===== src/rtl/ifetch_buffer.sv =====
// Instruction-fetch requester: drives the imem word address from the fetch PC and
// buffers returned {pc, instr} pairs in a first-word-fall-through queue for decode.
module ifetch_buffer #(
    parameter int unsigned N_ADDR = 6,
    parameter int unsigned DEPTH  = 4,
    parameter int unsigned PC_W   = 64
) (
    input  logic                     clk,
    input  logic                     reset,
    output logic [N_ADDR-1:0]        imem_addr,
    input  logic [31:0]              imem_q,
    input  logic                     redirect_en,
    input  logic [PC_W-1:0]          redirect_pc,
    input  logic                     deq,
    output logic                     valid,
    output logic [31:0]              instr,
    output logic [PC_W-1:0]          instr_pc,
    output logic [$clog2(DEPTH):0]   count,
    output logic                     full
);

    localparam int unsigned PTR_W = $clog2(DEPTH);
    localparam int unsigned CNT_W = PTR_W + 1;

    logic [PC_W-1:0]  r_fetch_pc;
    logic [PTR_W-1:0] r_rd_ptr;
    logic [PTR_W-1:0] r_wr_ptr;
    logic [CNT_W-1:0] r_count;
    logic [31:0]      r_instr_q [DEPTH];
    logic [PC_W-1:0]  r_pc_q    [DEPTH];

    logic w_valid;
    logic w_full;
    logic w_deq_ok;
    logic w_enq;

    assign w_valid  = (r_count != '0);
    assign w_full   = (r_count == CNT_W'(DEPTH));
    assign w_deq_ok = deq & w_valid;
    assign w_enq    = ~redirect_en & (~w_full | w_deq_ok);

    assign imem_addr = r_fetch_pc[N_ADDR+1:2];
    assign valid     = w_valid;
    assign full      = w_full;
    assign count     = r_count;
    // Empty queue presents zeros rather than stale storage.
    assign instr     = w_valid ? r_instr_q[r_rd_ptr] : 32'd0;
    assign instr_pc  = w_valid ? r_pc_q[r_rd_ptr]    : '0;

    // Fetch PC, pointers and occupancy; redirect overrides enqueue and dequeue.
    always_ff @(posedge clk or negedge reset) begin
        if (!reset) begin
            r_fetch_pc <= '0;
            r_rd_ptr   <= '0;
            r_wr_ptr   <= '0;
            r_count    <= '0;
        end else if (redirect_en) begin
            r_fetch_pc <= redirect_pc & ~PC_W'(3);
            r_rd_ptr   <= '0;
            r_wr_ptr   <= '0;
            r_count    <= '0;
        end else begin
            if (w_enq) begin
                r_fetch_pc <= r_fetch_pc + PC_W'(4);
                r_wr_ptr   <= r_wr_ptr + PTR_W'(1);
            end
            if (w_deq_ok) begin
                r_rd_ptr <= r_rd_ptr + PTR_W'(1);
            end
            r_count <= r_count + CNT_W'(w_enq) - CNT_W'(w_deq_ok);
        end
    end

    // Entry storage.
    always_ff @(posedge clk or negedge reset) begin
        if (!reset) begin
            for (int i = 0; i < int'(DEPTH); i++) begin
                r_instr_q[i] <= '0;
                r_pc_q[i]    <= '0;
            end
        end else if (w_enq) begin
            r_instr_q[r_wr_ptr] <= imem_q;
            r_pc_q[r_wr_ptr]    <= r_fetch_pc;
        end
    end

endmodule


===== config.mk =====
export PLATFORM = sky130hd
export DESIGN_NAME = ifetch_buffer
export DESIGN_NICKNAME = d
export VERILOG_FILES = /design/src/rtl/ifetch_buffer.sv
export SDC_FILE = /design/constraint.sdc
export NUM_CORES = 1
export LEC_CHECK = 0
export CAP_MARGIN = 20
export CORE_MARGIN = 2
export CORE_UTILIZATION = 40
export CTS_BUF_LIST = sky130_fd_sc_hd__clkbuf_8
export CTS_CLUSTER_DIAMETER = 30
export DETAILED_ROUTE_END_ITERATION = 16
export GPL_ROUTABILITY_DRIVEN = 0
export GPL_TIMING_DRIVEN = 0
export PLACE_DENSITY = 0.63
export SETUP_SLACK_MARGIN = 0.1
export SLEW_MARGIN = 10
export SYNTH_ARGS = -nofsm -noshare
export SYNTH_HDL_FRONTEND = slang
export SYNTH_SLANG_ARGS = --single-unit

===== constraint.sdc =====
create_clock -name clk -period 6.6 [get_ports clk]
set_clock_uncertainty 0.05 [all_clocks]
set_input_delay 1.32 -clock clk [delete_from_list [all_inputs] [get_ports clk]]
set_output_delay 1.32 -clock clk [all_outputs]
set_load 0.01 [all_outputs]

==> results.py <==
metrics = {
    "route": {
        "wl_per_cell_um": 21.2,
        "dr.pass1.iters": 5,
        "drtAntennaViolNets": 0,
        "drtIter0Drc": 726,
        "vias": 14106,
        "wl_mm": 56.1,
        "post_drt_via_cell_ratio": 5.33,
        "drc_errors": 0,
    },
    "cts": {
        "postCtsSetupBuffers": 0,
        "htreeDepth": 3,
        "ctsResizeCount": 0,
        "cts_inserted_buffers": 105,
        "cts.hold.buffers_added": 0,
        "clkLatencyLatePin_ps": 680,
        "clk_pin_slew_ps": 50,
        "cts_root_buf": "clkbuf_8",
        "cts.sinks": 445,
        "clockBufferDepth": 3,
        "cts_tree": "built",
    },
    "power": {
        "ir_drop_mv": 0.207,
        "finalPower_mw": 12.3,
        "powerDensity_nw_per_um2": 464,
        "leakagePower_nw": 10.8,
    },
    "timing": {
        "hold_viol": 0,
        "drv_slew": 0,
        "setup_tns_ps": 0,
        "final.period_utilization_pct": 78.8,
        "tightest_slew_ps": 1040,
        "max_freq_ghz": 0.192,
        "slew_headroom_pct": 30.9,
        "rsz0062_at_grt": "false",
        "finalSetupViolCount": 0,
        "finalCriticalPeriod_ps": 5200,
        "hold_slack_ps": 426,
    },
    "layout": {
        "n_fill_cell": 4553,
        "nets": 1981,
        "area_delta_synth_final_pct": 25.9,
        "regArea_um2": 11100,
        "multiInputGateArea_um2": 9340,
        "drive_gt1_share_pct": 24.0,
    },
    "critical_path": {
        "start_kind": "flop",
        "slowest_delay_ps": 600,
        "rr_endpoint": "r_pc_q[27]",
        "cp-startpoint": "r_rd_ptr[0]",
        "critical_path.max_fanout": 10,
        "crit_end": "instr_pc[25]",
        "cp_cell_sequence": "clkbuf_1 -> clkbuf_1 -> buf_8 -> buf_2 -> mux4_2 -> and2_1 -> clkdlybuf4s50_1",
        "cp_slowest_cell": "mux4_2",
        "r2r_cells": 7,
        "critPathArrivalTime_ps": 3830,
        "cp.required_ps": 5230,
        "worstSetupPathType": "flop to primary output",
        "timing.rr.start": "count[2]",
        "endpoint_kind": "primary output",
        "path_common_cell": "clkbuf_1",
        "reg2reg_slack_ps": 3240,
    },
    "yosys": {
        "synth_top_area_share_pct": 52.7,
        "synth_cell_types": 49,
        "synth.largest_area_cell": "dfrtp_1",
        "ys_warn_count": 0,
        "ys_top_cells_by_area": "dfrtp_1 53%, mux2_1 13%, mux4_2 10%",
        "synth.cell_area_um2": 21100,
        "synth_most_common_cell": "dfrtp_1",
        "syn_area_per_cell_um2": 13.6,
        "async_flop_share_pct": 100,
        "synthFlopType": "dfrtp_1",
        "synth_cells": 1556,
        "synth_edf_count": 0,
        "ys_seq_elements": 445,
        "yosysSeqAreaShare_pct": 52.7,
        "synth_common_cells": "445 x dfrtp_1, 240 x mux2_1, 137 x mux2_2, 102 x and2_1, 94 x mux4_2",
    },
    "run_status": {
        "status": "complete, no violations",
    },
    "worst_hold_path": {
        "hold_path_class": "flop to flop",
        "worstHoldStart": "r_pc_q[113]",
    },
    "global_route": {
        "grtUsageTotal_pct": 21.1,
        "first_global_vias": 14977,
        "grt-ovfl-total": 0,
        "antenna_found_initial": 2,
        "grt_start_max_net_pins": 112,
        "grt_pass1_wl_mm": 87.6,
    },
    "flow_run": {
        "cap_violations": 0,
    },
    "floorplan": {
        "core-area_um2": 52300,
        "io-pin-count": 207,
        "die_w_um": 234,
        "rows": 84,
        "die-area_um2": 54700,
        "start_util_pct": 40.4,
        "fp.dieH_um": 234,
    },
    "place": {
        "portBuffers": 202,
        "dp.final_hpwl_mm": 38.6,
    },
}
placed cells by master (no fill, tap or decap), types with 30 or more instances in the layout:
| cell | instances |
|---|---|
| dfrtp_1 | 445 |
| mux2_1 | 240 |
| clkdlybuf4s50_1 | 201 |
| mux2_2 | 137 |
| clkbuf_8 | 131 |
| and2_1 | 102 |
| mux4_2 | 94 |
| nand2_1 | 71 |
| clkbuf_1 | 64 |
| buf_2 | 40 |
| nor2_1 | 39 |
| inv_1 | 30 |
critical path, delay by kind of cell, from the launching register on:
family | cells | cell delay [ps]
flops | 1 | 310
buf+inv | 5 | 2020
simple gates | 1 | 190
mux | 1 | 600
sequential cells by signal, indices dropped and copies added, names as in the netlist:
signal / count
r_pc_q: 248
r_rd_ptr: 2
r_fetch_pc: 62
count: 3
r_instr_q: 128
r_wr_ptr: 2
through the flow:
step / instances / instance area, um2 / util [%] / worst slack [ps]
final: 2646 / 26600 / 50.8 / 1400
after global routing: 2646 / 26600 / 50.8 / 1230
after floorplan: 1557 / 21100 / - / 3260
after global placement: 2447 / 24000 / 45.9 / -15110
after CTS: 2644 / 26600 / 50.8 / 1310
after detailed placement: 2453 / 24200 / 46.2 / 1820
power by group:
part / internal [mW] / switching, mW / total, mW
clock network: 2.26 / 1.32 / 3.58
registers: 3.92 / 0.594 / 4.52
logic: 2.51 / 1.74 / 4.25
worst min-delay path by stage:
stage / depth (start not counted) / slack [ps] / endpoint
finish: 1 / 430 / r_pc_q[113]
detailed placement: 1 / 420 / r_pc_q[122]
global placement: 1 / 410 / r_pc_q[83]
global route: 1 / 430 / r_pc_q[113]
floorplan: 1 / 400 / r_pc_q[100]
CTS: 1 / 430 / r_pc_q[88]
routing by layer:
layer	share of wire, %	GRT usage [%]
met5	0.030	0
met4	3.4	9.30
met3	4.8	3.85
met2	47	33.2
met1	44	28.6
layout make-up:
cell class              instances  share of cell area (%)
flip-flops and latches        445                    41.9
multi-input cells             965                    35.1
repair buffers                209                    8.21
clock buffers                 131                    6.78
well taps                     688                    3.24
plain buffers                 137                    2.32
clock inverters                60                    2.31
inverters                      10                   0.141
diodes                          1                 0.00941
logic make-up (layout without fill, tap and decap cells):
logic type	count (synthesis)	in the layout	synth area share (%)
and+or+nand+nor	359	359	9.49
other	1	3	0.0178
DFF	445	445	52.7
AOI/OAI and AO/OA	82	82	2.26
adders and majority gates	8	8	0.509
buffers and inverters	147	547	3.10
muxes	473	473	30.2
xor gates and xnor gates	41	41	1.70
No activity file was read; power rests on OpenSTA's default activity.
==> RTL edit: new RTL, same settings <==
Change the parameter `DEPTH` from 4 to 8.
--- a/src/rtl/ifetch_buffer.sv
+++ b/src/rtl/ifetch_buffer.sv
@@ -2,7 +2,7 @@
 // buffers returned {pc, instr} pairs in a first-word-fall-through queue for decode.
 module ifetch_buffer #(
     parameter int unsigned N_ADDR = 6,
-    parameter int unsigned DEPTH  = 4,
+    parameter int unsigned DEPTH  = 8,
     parameter int unsigned PC_W   = 64
 ) (
     input  logic                     clk,
Ports: changed (resized count); port bits go from 207 to 208. No check against the original RTL was run, so the function may have changed too.
==> RTL edit against the unedited design <==
Count of clock-buffer cells in the layout up 81. Cell area up 74%. Sequential cell count up 379. Wire length up 87%. Synthesized cell count up 68%. Worst setup slack worse by 940 ps. Total power up 76%. Synthesized area up 81%. Register-to-register slack worse by 390 ps.
==> RTL edit: results (changes against the unedited design) <==
outcome:
  status: "completed"
placement:
  portBuffers: 203  # +0.50%
  placed_area_um2: 42100  # +74%
  preCtsSetupSlack_ps: 1020  # -804 ps
  detailed_place_hpwl_mm: 71.7  # +86%
  placed_cells: 4092  # +67%
layout:
  drive_gt1_share_pct: 37.4  # +13 points
  layout.nets: 3123  # +58%
  reg.largest.list: "r_pc_q (496), r_instr_q (256), r_fetch_pc (62)"
  finalNonFillerCells: 4428  # +67%
pwr:
  p_leak_nw: 19.9  # +83%
  ir_drop_v: 0.000249  # +20%
worst_setup_path:
  crit_path_top_delay_cell: "clkbuf_1"
  setup.worst_path.end: "instr[5]"
  r2r-end: "r_instr_q[242]$_DFFE_PN0P_"
  arrival_ps: 4770  # +940 ps
  slowest_delay_ps: 790  # +190 ps
  reg2reg_depth: 12  # +5
  rrSetupSlack_ps: 2850  # -390 ps
grt:
  gr-usage-met1_pct: 29.2  # +0.67 points
  antenna_found_initial: 6  # +4
  grt_max_degree: 121  # +8.0%
  grt_use_met2_pct: 34.4  # +1.3 points
  grt_pass1_wl_mm: 161  # +84%
  grt_pass1_vias: 26708  # +78%
  grt_util_all_layers_pct: 21.6  # +0.54 points
synthesis:
  yosys.area_share.adder_pct: 0.346  # -0.16 points
  synthMuxAreaShare_pct: 35.7  # +5.5 points
  synth_compound_area_share_pct: 1.63  # -0.63 points
  avgSynthCellArea_um2: 14.6  # +7.8%
  synth_cell_type_count: 55  # +12%
  synthTopCellsByArea: "dfrtp_1, mux2_2, mux4_2"
  yosysSeqAreaShare_pct: 53.9  # +1.1 points
  synth_common_cells: "dfrtp_1, mux2_2, mux2_1, mux4_2, nor2_1"
drt:
  wirelength_mm: 105  # +87%
  drtIter0Drc: 1550  # +110%
clock_network:
  cts_made_buffers: 181  # +72%
  htree_num_levels: 4  # +1
  ctsResizeCount: 1  # +1
  clk_latency_ps: 840  # +160 ps
timing:
  worstMarginPinSlew_ps: 1160  # +128 ps
  fin_crit_ps: 6140  # +939 ps
  whs_ps: 426  # -0.0480 ps
[RTL edit: per-layer routing]
| metal | vias to the layer above | wire length (µm) | part of all wire, % |
|---|---|---|---|
| li1 | 10464 | - | - |
| met1 | 12908 | 46200 | 44 |
| met2 | 698 | 50300 | 48 |
| met3 | 186 | 5060 | 4.8 |
| met4 | 2 | 3150 | 3.0 |
| met5 | - | 13 | 0.012 |
[RTL edit: area by class of cell]
class	instances	area [µm²]
inverter	16	60.1
clock buffer	212	2920
buffer	241	1140
antenna	5	12.5
multi-input combinational	1535	16500
timing repair buffer	214	2270
tap	1265	1580
sequential	824	20600
clock inverter	116	1190
fill	8095	48600
[RTL edit: power by group]
group          internal (mW)  leakage [nW]  switching [mW]
Clock                   3.76          2.22            2.43
Sequential              7.03          10.4           0.988
Combinational           4.22          7.24            3.36
Total                   15.0          19.9            6.77
